[src/rtl/mem_port_if.sv]
// mem_port_if: fetch, data and memory-side signals of the unified memory port.
interface mem_port_if #(
    parameter int ADDR_W = 5,
    parameter int DATA_W = 32
);
    logic              if_req;
    logic [ADDR_W-1:0] if_addr;
    logic              if_gnt;
    logic              if_stall;
    logic              if_rvalid;
    logic [DATA_W-1:0] if_rdata;
    logic              d_req;
    logic              d_we;
    logic [ADDR_W-1:0] d_addr;
    logic [DATA_W-1:0] d_wdata;
    logic              d_gnt;
    logic              d_stall;
    logic              d_done;
    logic [DATA_W-1:0] d_rdata;
    logic              mem_we;
    logic [ADDR_W-1:0] mem_addr;
    logic [DATA_W-1:0] mem_din;
    logic [DATA_W-1:0] mem_dout;
    modport slave (
        input  if_req, if_addr, d_req, d_we, d_addr, d_wdata, mem_dout,
        output if_gnt, if_stall, if_rvalid, if_rdata,
        output d_gnt, d_stall, d_done, d_rdata, mem_we, mem_addr, mem_din
    );
    modport master (
        output if_req, if_addr, d_req, d_we, d_addr, d_wdata, mem_dout,
        input  if_gnt, if_stall, if_rvalid, if_rdata,
        input  d_gnt, d_stall, d_done, d_rdata, mem_we, mem_addr, mem_din
    );
endinterface

[src/rtl/mem_port_arbiter.sv]
// mem_port_arbiter: shares one single-port memory between instruction fetch and the MEM stage.
// Data wins by default; a starvation counter forces a fetch grant after STARVE_MAX denials.
module mem_port_arbiter #(
    parameter int ADDR_W     = 5,
    parameter int DATA_W     = 32,
    parameter int STARVE_MAX = 4
) (
    input  logic        clk,
    input  logic        rst_n,
    mem_port_if.slave   bus,
    output logic [15:0] conflict_cnt
);
    typedef enum logic [1:0] {RESP_NONE, RESP_IF, RESP_D_RD, RESP_D_WR} resp_t;
    resp_t       resp_sel, resp_next;
    logic [3:0]  starve_cnt, starve_next;
    logic [15:0] conflict_next;
    logic        force_if, d_win, f_win;
    assign force_if = starve_cnt == 4'(STARVE_MAX);
    assign d_win    = rst_n & bus.d_req & ~force_if;
    assign f_win    = rst_n & bus.if_req & ~(bus.d_req & ~force_if);
    always_ff @(posedge clk or negedge rst_n) begin
        if (!rst_n) begin
            resp_sel     <= RESP_NONE;
            starve_cnt   <= '0;
            conflict_cnt <= '0;
        end else begin
            resp_sel     <= resp_next;
            starve_cnt   <= starve_next;
            conflict_cnt <= conflict_next;
        end
    end
    always_comb begin
        resp_next     = d_win ? (bus.d_we ? RESP_D_WR : RESP_D_RD) : f_win ? RESP_IF : RESP_NONE;
        starve_next   = (!bus.if_req || f_win) ? 4'd0 : force_if ? starve_cnt : 4'(starve_cnt + 4'd1);
        conflict_next = (bus.if_req & bus.d_req & ~&conflict_cnt) ? 16'(conflict_cnt + 16'd1) : conflict_cnt;
    end
    // The memory output is shared; consumers qualify it with if_rvalid / d_done.
    always_comb begin
        bus.if_gnt    = f_win;
        bus.d_gnt     = d_win;
        bus.if_stall  = bus.if_req & ~f_win;
        bus.d_stall   = bus.d_req & ~d_win;
        bus.mem_we    = d_win & bus.d_we;
        bus.mem_addr  = d_win ? bus.d_addr : f_win ? bus.if_addr : {ADDR_W{1'b0}};
        bus.mem_din   = d_win ? bus.d_wdata : {DATA_W{1'b0}};
        bus.if_rvalid = resp_sel == RESP_IF;
        bus.d_done    = resp_sel == RESP_D_RD || resp_sel == RESP_D_WR;
        bus.if_rdata  = bus.mem_dout;
        bus.d_rdata   = bus.mem_dout;
    end
endmodule

[src/flat_wrapper.sv]
// flat-port wrapper written by rule: the top's interface ports become plain ports
module mem_port_arbiter_flat 
#(
    parameter int ADDR_W     = 5,
    parameter int DATA_W     = 32,
    parameter int STARVE_MAX = 4
)
  (clk, rst_n, conflict_cnt, bus_if_req, bus_if_addr, bus_d_req, bus_d_we, bus_d_addr, bus_d_wdata, bus_mem_dout, bus_if_gnt, bus_if_stall, bus_if_rvalid, bus_if_rdata, bus_d_gnt, bus_d_stall, bus_d_done, bus_d_rdata, bus_mem_we, bus_mem_addr, bus_mem_din);
  mem_port_if #(.ADDR_W(ADDR_W), .DATA_W(DATA_W)) bus_i ();
  input  logic clk;
  input  logic rst_n;
  output logic [15:0] conflict_cnt;
  input wire logic [$bits(bus_i.if_req)-1:0] bus_if_req;
  input wire logic [$bits(bus_i.if_addr)-1:0] bus_if_addr;
  input wire logic [$bits(bus_i.d_req)-1:0] bus_d_req;
  input wire logic [$bits(bus_i.d_we)-1:0] bus_d_we;
  input wire logic [$bits(bus_i.d_addr)-1:0] bus_d_addr;
  input wire logic [$bits(bus_i.d_wdata)-1:0] bus_d_wdata;
  input wire logic [$bits(bus_i.mem_dout)-1:0] bus_mem_dout;
  output wire logic [$bits(bus_i.if_gnt)-1:0] bus_if_gnt;
  output wire logic [$bits(bus_i.if_stall)-1:0] bus_if_stall;
  output wire logic [$bits(bus_i.if_rvalid)-1:0] bus_if_rvalid;
  output wire logic [$bits(bus_i.if_rdata)-1:0] bus_if_rdata;
  output wire logic [$bits(bus_i.d_gnt)-1:0] bus_d_gnt;
  output wire logic [$bits(bus_i.d_stall)-1:0] bus_d_stall;
  output wire logic [$bits(bus_i.d_done)-1:0] bus_d_done;
  output wire logic [$bits(bus_i.d_rdata)-1:0] bus_d_rdata;
  output wire logic [$bits(bus_i.mem_we)-1:0] bus_mem_we;
  output wire logic [$bits(bus_i.mem_addr)-1:0] bus_mem_addr;
  output wire logic [$bits(bus_i.mem_din)-1:0] bus_mem_din;
  assign bus_i.if_req = bus_if_req;
  assign bus_i.if_addr = bus_if_addr;
  assign bus_i.d_req = bus_d_req;
  assign bus_i.d_we = bus_d_we;
  assign bus_i.d_addr = bus_d_addr;
  assign bus_i.d_wdata = bus_d_wdata;
  assign bus_i.mem_dout = bus_mem_dout;
  assign bus_if_gnt = bus_i.if_gnt;
  assign bus_if_stall = bus_i.if_stall;
  assign bus_if_rvalid = bus_i.if_rvalid;
  assign bus_if_rdata = bus_i.if_rdata;
  assign bus_d_gnt = bus_i.d_gnt;
  assign bus_d_stall = bus_i.d_stall;
  assign bus_d_done = bus_i.d_done;
  assign bus_d_rdata = bus_i.d_rdata;
  assign bus_mem_we = bus_i.mem_we;
  assign bus_mem_addr = bus_i.mem_addr;
  assign bus_mem_din = bus_i.mem_din;
  mem_port_arbiter #(.ADDR_W(ADDR_W), .DATA_W(DATA_W), .STARVE_MAX(STARVE_MAX)) u_core (.clk(clk), .rst_n(rst_n), .bus(bus_i), .conflict_cnt(conflict_cnt));
endmodule
[config.mk]
export PLATFORM = sky130hd
export DESIGN_NAME = mem_port_arbiter_flat
export DESIGN_NICKNAME = d
export VERILOG_FILES = /design/src/rtl/mem_port_if.sv /design/src/rtl/mem_port_arbiter.sv /design/src/flat_wrapper.sv
export SDC_FILE = /design/constraint.sdc
export NUM_CORES = 1
export LEC_CHECK = 0
export BUFFER_PORTS_ARGS = -buffer_cell sky130_fd_sc_hd__clkbuf_2
export CAP_MARGIN = 10
export CORE_MARGIN = 5
export CORE_UTILIZATION = 31
export DETAILED_ROUTE_END_ITERATION = 16
export PLACE_DENSITY = 0.89
export SETUP_SLACK_MARGIN = 0.5
export SLEW_MARGIN = 30
export SYNTH_ARGS = -nofsm -noshare
export SYNTH_HDL_FRONTEND = slang
export SYNTH_SLANG_ARGS = --single-unit
[constraint.sdc]
create_clock -name clk -period 1.6 [get_ports clk]
set_input_delay 0.24 -clock clk [delete_from_list [all_inputs] [get_ports clk]]
set_output_delay 0.24 -clock clk [all_outputs]
set_load 0.005 [all_outputs]
### After elaboration in Yosys (flattened, before gate mapping)

Cells that the tools add are included.

* add/sub/neg operators: 2
* equal/unequal tests: 5
* multiplexer cells: 8
* bitwise gates (word level): 14
* reductions and logical operators: 5

Operators by type and width (number)
* two-way mux 32 bit: 1
* adder 16 x 1 -> 16 bit, second input constant: 1
* AND reduction 16 bit: 1
* AND 1 bit: 10
* two-way mux 5 bit: 2
* two-way mux 4 bit: 2
* adder 4 x 1 -> 4 bit, second input constant: 1
* equality test 2 bit, second input constant: 2
* equality test 4 x 3 -> 1 bit, second input constant: 1
* inverter 1 bit: 4
* equality test 2 x 1 -> 1 bit, second input constant: 1
* logical NOT 1 bit: 2
* logical OR 1 bit: 2
* two-way mux 1 bit: 2
* two-way mux 2 bit: 1
* != test 2 bit, second input constant: 1

* bits in registers: 22
* output and inout port bits: 124
* logic and storage cells: 37

### Depth between registers and ports, before layout

Gate-level depths: netlist of the first run.

* depth in word-level cells: 7
* gate-level depth with buffers: 7

### Worst setup path after synthesis of the first run

Ideal clock, no wire load.

* kind: reg-to-output
* from: reg u_core.starve_cnt[0]
* to: out bus_mem_din[12]
* arrival: 1.540 ns
* required time: 1.360 ns
* slack: -0.180 ns
* cell stages (with the launch flop): 8
* cells stage by stage: dfrtp_1 -> inv_1 -> ha_1 -> nand3b_1 -> and3_1 -> buf_2 -> clkbuf_1 -> and2_1

* longest elaborated chain between the ends: 4

RTL lines
* from (decl): RTL line mem_port_arbiter.sv:15 `logic [3:0] starve_cnt, starve_next;`
* from (signal assigned): RTL line mem_port_arbiter.sv:28 `starve_cnt <= starve_next;`
* equality test 4 x 3 -> 1 bit: RTL line mem_port_arbiter.sv:18 `assign force_if = starve_cnt == 4'(STARVE_MAX);`
* inverter 1 bit: RTL line mem_port_arbiter.sv:19 `assign d_win = rst_n & bus.d_req & ~force_if;`
* AND 1 bit: RTL line mem_port_arbiter.sv:19
* two-way mux 32 bit: RTL line mem_port_arbiter.sv:45 `bus.mem_din = d_win ? bus.d_wdata : {DATA_W{1'b0}};`
* to (decl): RTL line flat_wrapper.sv:30 `output wire logic [$bits(bus_i.mem_din)-1:0] bus_mem_din;`

Every way passes these cells.

### Final worst setup path of the first run

* from: reg u_core.starve_cnt[0]
* to: out bus_mem_din[22]

Same word-level chain as after synthesis.

==> results.md, run 1 <==
* RSZ-0062 raised after global routing: yes
* Initial Util at 31.3%
* Pwr Density at 818 nW/um^2
* Num rows at 28
* Violated checks: setup timing
* Fmax at 504 MHz
* Largest family of logic cells by synthesized area: buffers and inverters
* First-pass GRT wire length at 8.67 mm
* Post-route setup slack at -0.384 ns
* CTS tree: done
* Combinational share of power at 48.7%
* DRC Markers at 0
* Hpwl dp at 4.18 mm
* Worst skew pair latency at 0.27 ns
* Io pins at 203
* Sw frac at 30.4%
* CTS buffer count at 3
* Synth Area in Simple Gates at 27.8%
* Critical Path Source Type: register
* I/O Buffers at 106
* ANT nets after route at 0
* Setup Skew at 0.0120 ns
* Worst-path clk slew at 0.09 ns
* Seq cells post-synth at 22
* Initial DRT Pass Iterations at 4
* Chip width at 86.9 um
* Number of flops mapped to enable cells by yosys at 0
* Number of global-route vias before repair at 1,841
* Dominant cells by area after synthesis: dfrtp_1 (30%), buf_4 (26%), and2_1 (11%), xor2_1 (4.8%), xnor2_1 (2.9%)
* Drt initial violations at 71
* Via count at 1,751
* Max_slew headroom at 75.9%
* P_leak at 1.59 nW
* Worst R2R Path Depth at 6
* Die area at 7550 um^2
* Synth warnings at 0
* Commonest cells post-synth: buf_4 (64), and2_1 (33), dfrtp_1 (22), nor2_1 (11)
* Final worst path period share at 124%
* Top cell type's share of synthesized area at 30.0%
* Final hold vios at 0
* Outcome: finished with violations
* Synth Area in Adders at 2.05%
* Max clock buf depth at 2
* Clk sink count at 22
* Global Route Usage Sum at 14.4%
* Total power at 2.53 mW
* Final setup vio count at 54
* Largest net degree at the start of global routing at 22
* Post-layout nets at 390
* Antenna cells at 0
* Post-Syn Instances at 212
* Mean Syn Cell Area at 8.65 um^2
* Worst-path maximum fanout at 12
* Worst endpoint data arrival time at 1.74 ns
* Syn Std Cell Area at 1830 um^2
* Req. time, crit path at 1.36 ns
* Crit Path Class: register to output pin
* Max VDD drop at 459 uV
* WL/cell at 17.1 um
* Async S/R FF share, synth at 100%
* Max H-tree Level at 1
* Internal Power at 1.76 mW
* Min-Delay Path Class: input port to async pin
* CORE AREA at 5850 um^2
* Synth cell types at 29
* Most frequent cell after synthesis: buf_4
* Final Non-Filler Cells at 382
* Reg-to-reg critical path startpoint: u_core.conflict_cnt[15]$_DFFE_PN0P_
* Syn nets at 294
* Sw Pwr at 770 uW
* Final min period at 1.98 ns
* Post-Synth XOR/XNOR Area at 7.65%
* GPL Wtd Cong at 0.756
* Filler cells at 469
* Initial antenna violation count at 0
* Crit. End Element: output pin
* Vias/cell at 4.58
* Share of layout cells above drive strength 1 at 71.3%
* R2R Setup Slk at -0.15 ns
* Area leader, netlist: dfrtp_1
* Clock share of power at 21.1%
* Slew Limit Fails at 0
* Seq pwr share at 30.3%
* Register area share after synthesis at 30.0%
* Height of the die at 86.9 um
* Overall routed net length at 6.51 mm
* Root buf cell: clkbuf_8
* Worst-margin pin slew at 0.361 ns
* Main synth FF type: dfrtp_1
* Mux cell area share after synthesis at 0.614%
* Placed Instances at 349
* R2r endpoint: u_core.conflict_cnt[13]$_DFFE_PN0P_
* Area grow syn2layout at 68.9%
* Max_cap viols at 0
* Synth Area in Compound Gates at 3.48%
* Congestion Overflow GR at 0
-- cells by family (layout without fill, tap and decap cells) --
| logic type | count (synthesis) | in the layout |
|---|---|---|
| and+or+nand+nor | 87 | 87 |
| buffers and inverters | 74 | 169 |
| DFF | 22 | 22 |
| xor gates and xnor gates | 16 | 16 |
| AOI/OAI and AO/OA | 9 | 9 |
| adders and majority gates | 3 | 3 |
| muxes | 1 | 1 |
-- critical path, stage by stage, from the launching register on --
cell and delay [ns]:
dfrtp_1 0.35, inv_1 0.05, ha_2 0.18, nand3b_1 0.14, and3_4 0.30, buf_6 0.16, and2_1 0.16, clkbuf_2 0.14
-- registers in the layout, summed over array words and instances (netlist names) --
name                 cells
u_core.starve_cnt        4
u_core.resp_sel          2
u_core.conflict_cnt     16
-- repair_timing --
| item | 4_1_cts | 5_1_grt |
|---|---|---|
| resized for setup | 56 | 69 |
| pin swaps | 28 | 16 |
| gates cloned | 3 | 0 |
| buffers inserted | 12 | 13 |
| hold buffers | 1 | 0 |
| setup endpoints to repair | 76 | 79 |
| hold endpoints to repair | 1 | 0 |
-- per-stage QoR --
stage	hold slack [ns]	instance area, um^2	TNS, ns	worst slack, ns	util, %
after floorplan	-0.0556	1940	-0.387	-0.0372	-
after global placement	0.0626	2260	0	0.00728	38.6
after detailed placement	0.0630	2260	-1.07	-0.0593	38.6
after CTS	0.0378	2680	-11.76	-0.346	45.9
after global routing	0.0501	3100	-17.68	-0.463	52.9
final	0.0308	3100	-13.25	-0.384	52.9
-- cell usage in the layout (no fill, tap or decap), types with 2 or more instances in the layout --
cell type  netlist  final
nor3_4           0      5
nand2_1         10      8
nor4_4           1      3
xnor2_2          0      2
and2_4           0     24
and2_1          33      9
xor2_1          10     10
nand4_1          5      5
buf_4           64     27
a22o_1           5      5
dfrtp_2          0      2
clkbuf_8         0      3
nor2_1          11      7
dfrtp_1         22     20
xnor2_1          6      4
nand2b_1         3      3
buf_2            2     10
clkbuf_2         0     57
buf_6            0     61
a21oi_1          3      2
nor2_4           0      4
buf_8            0      2
nand3_1          6      4
and4_1           2      2
buf_12           0      2
inv_1            4      3
nand2_2          0      2
-- how the worst max path moves through the flow --
stage,slack (ns),end,depth (start not counted),start
finish,-0.38,bus_mem_din[22],7,u_core.starve_cnt[0]$_DFFE_PN0P_
global route,-0.46,bus_mem_din[22],7,u_core.starve_cnt[0]$_DFFE_PN0P_
CTS,-0.35,bus_mem_addr[3],8,u_core.starve_cnt[1]$_DFFE_PN0P_
detailed placement,-0.06,bus_mem_addr[3],7,u_core.starve_cnt[1]$_DFFE_PN0P_
global placement,0.007,u_core.resp_sel[0]$_DFF_PN0_,7,u_core.starve_cnt[1]$_DFFE_PN0P_
floorplan,-0.04,bus_mem_din[12],7,u_core.starve_cnt[0]$_DFFE_PN0P_
-- power by group through the flow --
stage          combinational, mW  sequential, mW  clock [mW]
6_report                    1.23           0.767       0.534
5_1_grt                     1.31           0.774       0.571
4_1_cts                    0.838           0.743       0.537
3_5_place_dp               0.649           0.753           0
3_3_place_gp               0.629           0.748           0
2_1_floorplan              0.376           0.770           0
-- final cells by class --
type | instances | area, um^2 | area share, %
timing repair buffer | 161 | 1330 | 43.0
multi-input combinational | 116 | 1030 | 33.3
sequential | 22 | 553 | 17.9
tap | 75 | 93.8 | 3.03
clock buffer | 3 | 41.3 | 1.33
clock inverter | 1 | 30.0 | 0.970
inverter | 4 | 15.0 | 0.485
-- layer usage --
layer	wire, um	vias to the layer above	GRT usage (%)	share of wire, %
li1	-	814	-	-
met1	2200	837	14.5	34
met2	3690	76	27.2	57
met3	386	24	2.93	5.9
met4	237	0	8.07	3.6
met5	0	-	0	0
Note: power is estimated with default switching activity, not from simulation.
==> inputs of run 2 (changes only) <==
BUFFER_PORTS_ARGS = not set   (was -buffer_cell sky130_fd_sc_hd__clkbuf_2)
CORE_AREA = 5 5 75 77   (was not set)
CORE_MARGIN = not set   (was 5)
CORE_UTILIZATION = not set   (was 31)
DIE_AREA = 0 0 80 82   (was not set)
DONT_BUFFER_PORTS = 1   (was not set)
PLACE_DENSITY = 0.64   (was 0.89)
REMOVE_ABC_BUFFERS = 1   (was not set)
clock period = 2.6 ns   (was 1.6 ns; I/O delays follow)
==> results.md, run 2 (synthesis gave the netlist of run 1 again) <==
* CTS buffer count at 3
* Max clock buf depth at 2
* WL/cell at 35.3 um
* Overall routed net length at 8.04 mm
* GPL Wtd Cong at 0.908
* First-pass GRT wire length at 10.6 mm
* Final worst path period share at 79.6%
* Vias/cell at 5.57
* Commonest non-fill, non-tap cell in the layout: and2_1
* Outcome: complete, no violations
* Number of global-route vias before repair at 1,334
* Critical Path Source Type: register
* Congestion Overflow GR at 0
* R2r endpoint: u_core.conflict_cnt[1]$_DFFE_PN0P_
* Routing usage on met1 at 19.3%
* Share of layout cells above drive strength 1 at 20.3%
* Min-Delay Path Class: input port to async pin
* Initial DRT Pass Iterations at 4
* Max_cap viols at 0
* Worst-path maximum fanout at 6
* Initial antenna violation count at 0
* Pwr Density at 576 nW/um^2
* Fmax at 483 MHz
* Multi-input gate area at 810 um^2
* GRT met3 Usage at 22.0%
* Clk sink count at 22
* Final setup TNS at 0 ns
* Post-place setup slack at 0.621 ns
* Die area at 6560 um^2
* Global Route Usage Sum at 24.1%
* Setup Skew at 0.00146 ns
* Area grow syn2layout at -10.2%
* Crit Path Class: register to output pin
* CTS tree: done
* Num rows at 26
* DRC Markers at 0
* Post-route setup slack at 0.530 ns
* Register area at 551 um^2
* R2R Setup Slk at 0.69 ns
* Internal Power at 638 uW
* Via count at 1,271
* Crit. End Element: output pin
* Max VDD drop at 378 uV
* Reg-to-reg critical path startpoint: u_core.conflict_cnt[8]$_DFFE_PN0P_
* Sw frac at 32.7%
* Height of the die at 82 um
* Worst-margin pin slew at 0.503 ns
* Met2 Usage GRT at 41.8%
* Initial Util at 37.1%
* Largest register FFs at 16
* Filler cells at 521
* Gr busiest metal: met2
* Largest net degree at the start of global routing at 23
* Post-layout nets at 241
* ANT nets after route at 0
* Max_slew headroom at 66.2%
* Most frequent cells in the layout: and2_1 (29), dfrtp_1 (22), nor2_1 (11)
* Final min period at 2.07 ns
* RSZ-0062 raised after global routing: yes
* Hpwl dp at 6.80 mm
* Drt initial violations at 66
* P_leak at 0.718 nW
* Req. time, crit path at 2.21 ns
* Combinational share of power at 22.0%
* Worst skew pair latency at 0.26 ns
* Final hold vios at 0
* Seq pwr share at 51.7%
* Clock share of power at 26.3%
* Top reg by flops: u_core.conflict_cnt
* Top flop regs: u_core.conflict_cnt: 16 flops, u_core.starve_cnt: 4 flops, u_core.resp_sel: 2 flops
* CORE AREA at 4940 um^2
* Antenna cells at 0
* Max H-tree Level at 1
* I/O Buffers at 0
* Slew Limit Fails at 0
* Worst-path clk slew at 0.08 ns
* Io pins at 203
* Worst endpoint data arrival time at 1.68 ns
* Sw Pwr at 310 uW
* Chip width at 80 um
* Final setup vio count at 0
* Worst Setup SP: u_core.starve_cnt[1]$_DFFE_PN0P_
* Root buf cell: clkbuf_8
* Worst R2R Path Depth at 5
-- run 2: cell count changes in the layout (fill, tap and decap cells not counted), moves of 9 or more --
| cell | delta |
|---|---|
| buf_4 | -20 |
| and2_4 | -20 |
| clkbuf_2 | -57 |
| buf_2 | -9 |
| buf_6 | -59 |
| and2_1 | +20 |
-- run 2: cell type report --
class | count | area share [%]
Timing Repair Buffer | 12 | 7.76
Tap cell | 70 | 5.32
Sequential cell | 22 | 33.5
Clock buffer | 4 | 3.35
Multi-Input combinational cell | 116 | 49.2
Inverter | 4 | 0.913
-- run 2: power groups by stage --
stage	sequential (mW)	clock (mW)	combinational [mW]
2_1_floorplan	0.473	0	0.127
3_3_place_gp	0.497	0	0.154
3_5_place_dp	0.500	0	0.160
4_1_cts	0.491	0.257	0.195
5_1_grt	0.503	0.274	0.231
6_report	0.490	0.249	0.209
-- run 2: worst max path at each step --
| stage | end | slack (ns) | cells past startpoint |
|---|---|---|---|
| finish | bus_mem_addr[2] | 0.53 | 7 |
| detailed placement | bus_mem_addr[2] | 0.62 | 6 |
| global placement | bus_mem_addr[2] | 0.65 | 6 |
| global route | bus_mem_addr[2] | 0.42 | 7 |
| CTS | bus_if_stall | 0.53 | 7 |
| floorplan | u_core.conflict_cnt[1]$_DFFE_PN0P_ | 0.20 | 4 |
-- run 2: metal layers --
layer  vias up  wire length (um)
met5         -                 0
met4         0               237
met3        18              1740
met2       174              3990
met1       564              2070
li1        515                 -
-- run 2: through the flow --
step                      hold WS [ns]  total power [mW]  cells  area [um^2]  util, %
after CTS                        0.354             0.944    226         1620     32.7
after global routing             0.122              1.01    228         1650     33.3
after detailed placement        0.0949             0.659    215         1440     29.2
after global placement          0.0950             0.651    215         1440     29.2
after floorplan                 0.0944             0.600    142         1330        -
final                           0.0872             0.948    228         1650     33.3
-- run 2: repair_timing --
item	CTS	global route
endpoints found under the setup margin	40	36
hold buffers	1	0
buffers inserted	5	2
endpoints found under the hold margin	22	0
resized for setup	10	8
cloned	1	0
pin swaps	2	8
-- run 2: worst max-delay path, cell delays in order, from the launching register on --
cell and delay (ns):
dfrtp_1 0.39, inv_2 0.09, ha_4 0.14, nand3b_1 0.13, buf_6 0.16, a21oi_4 0.19
buf_6 0.15, a22o_1 0.17
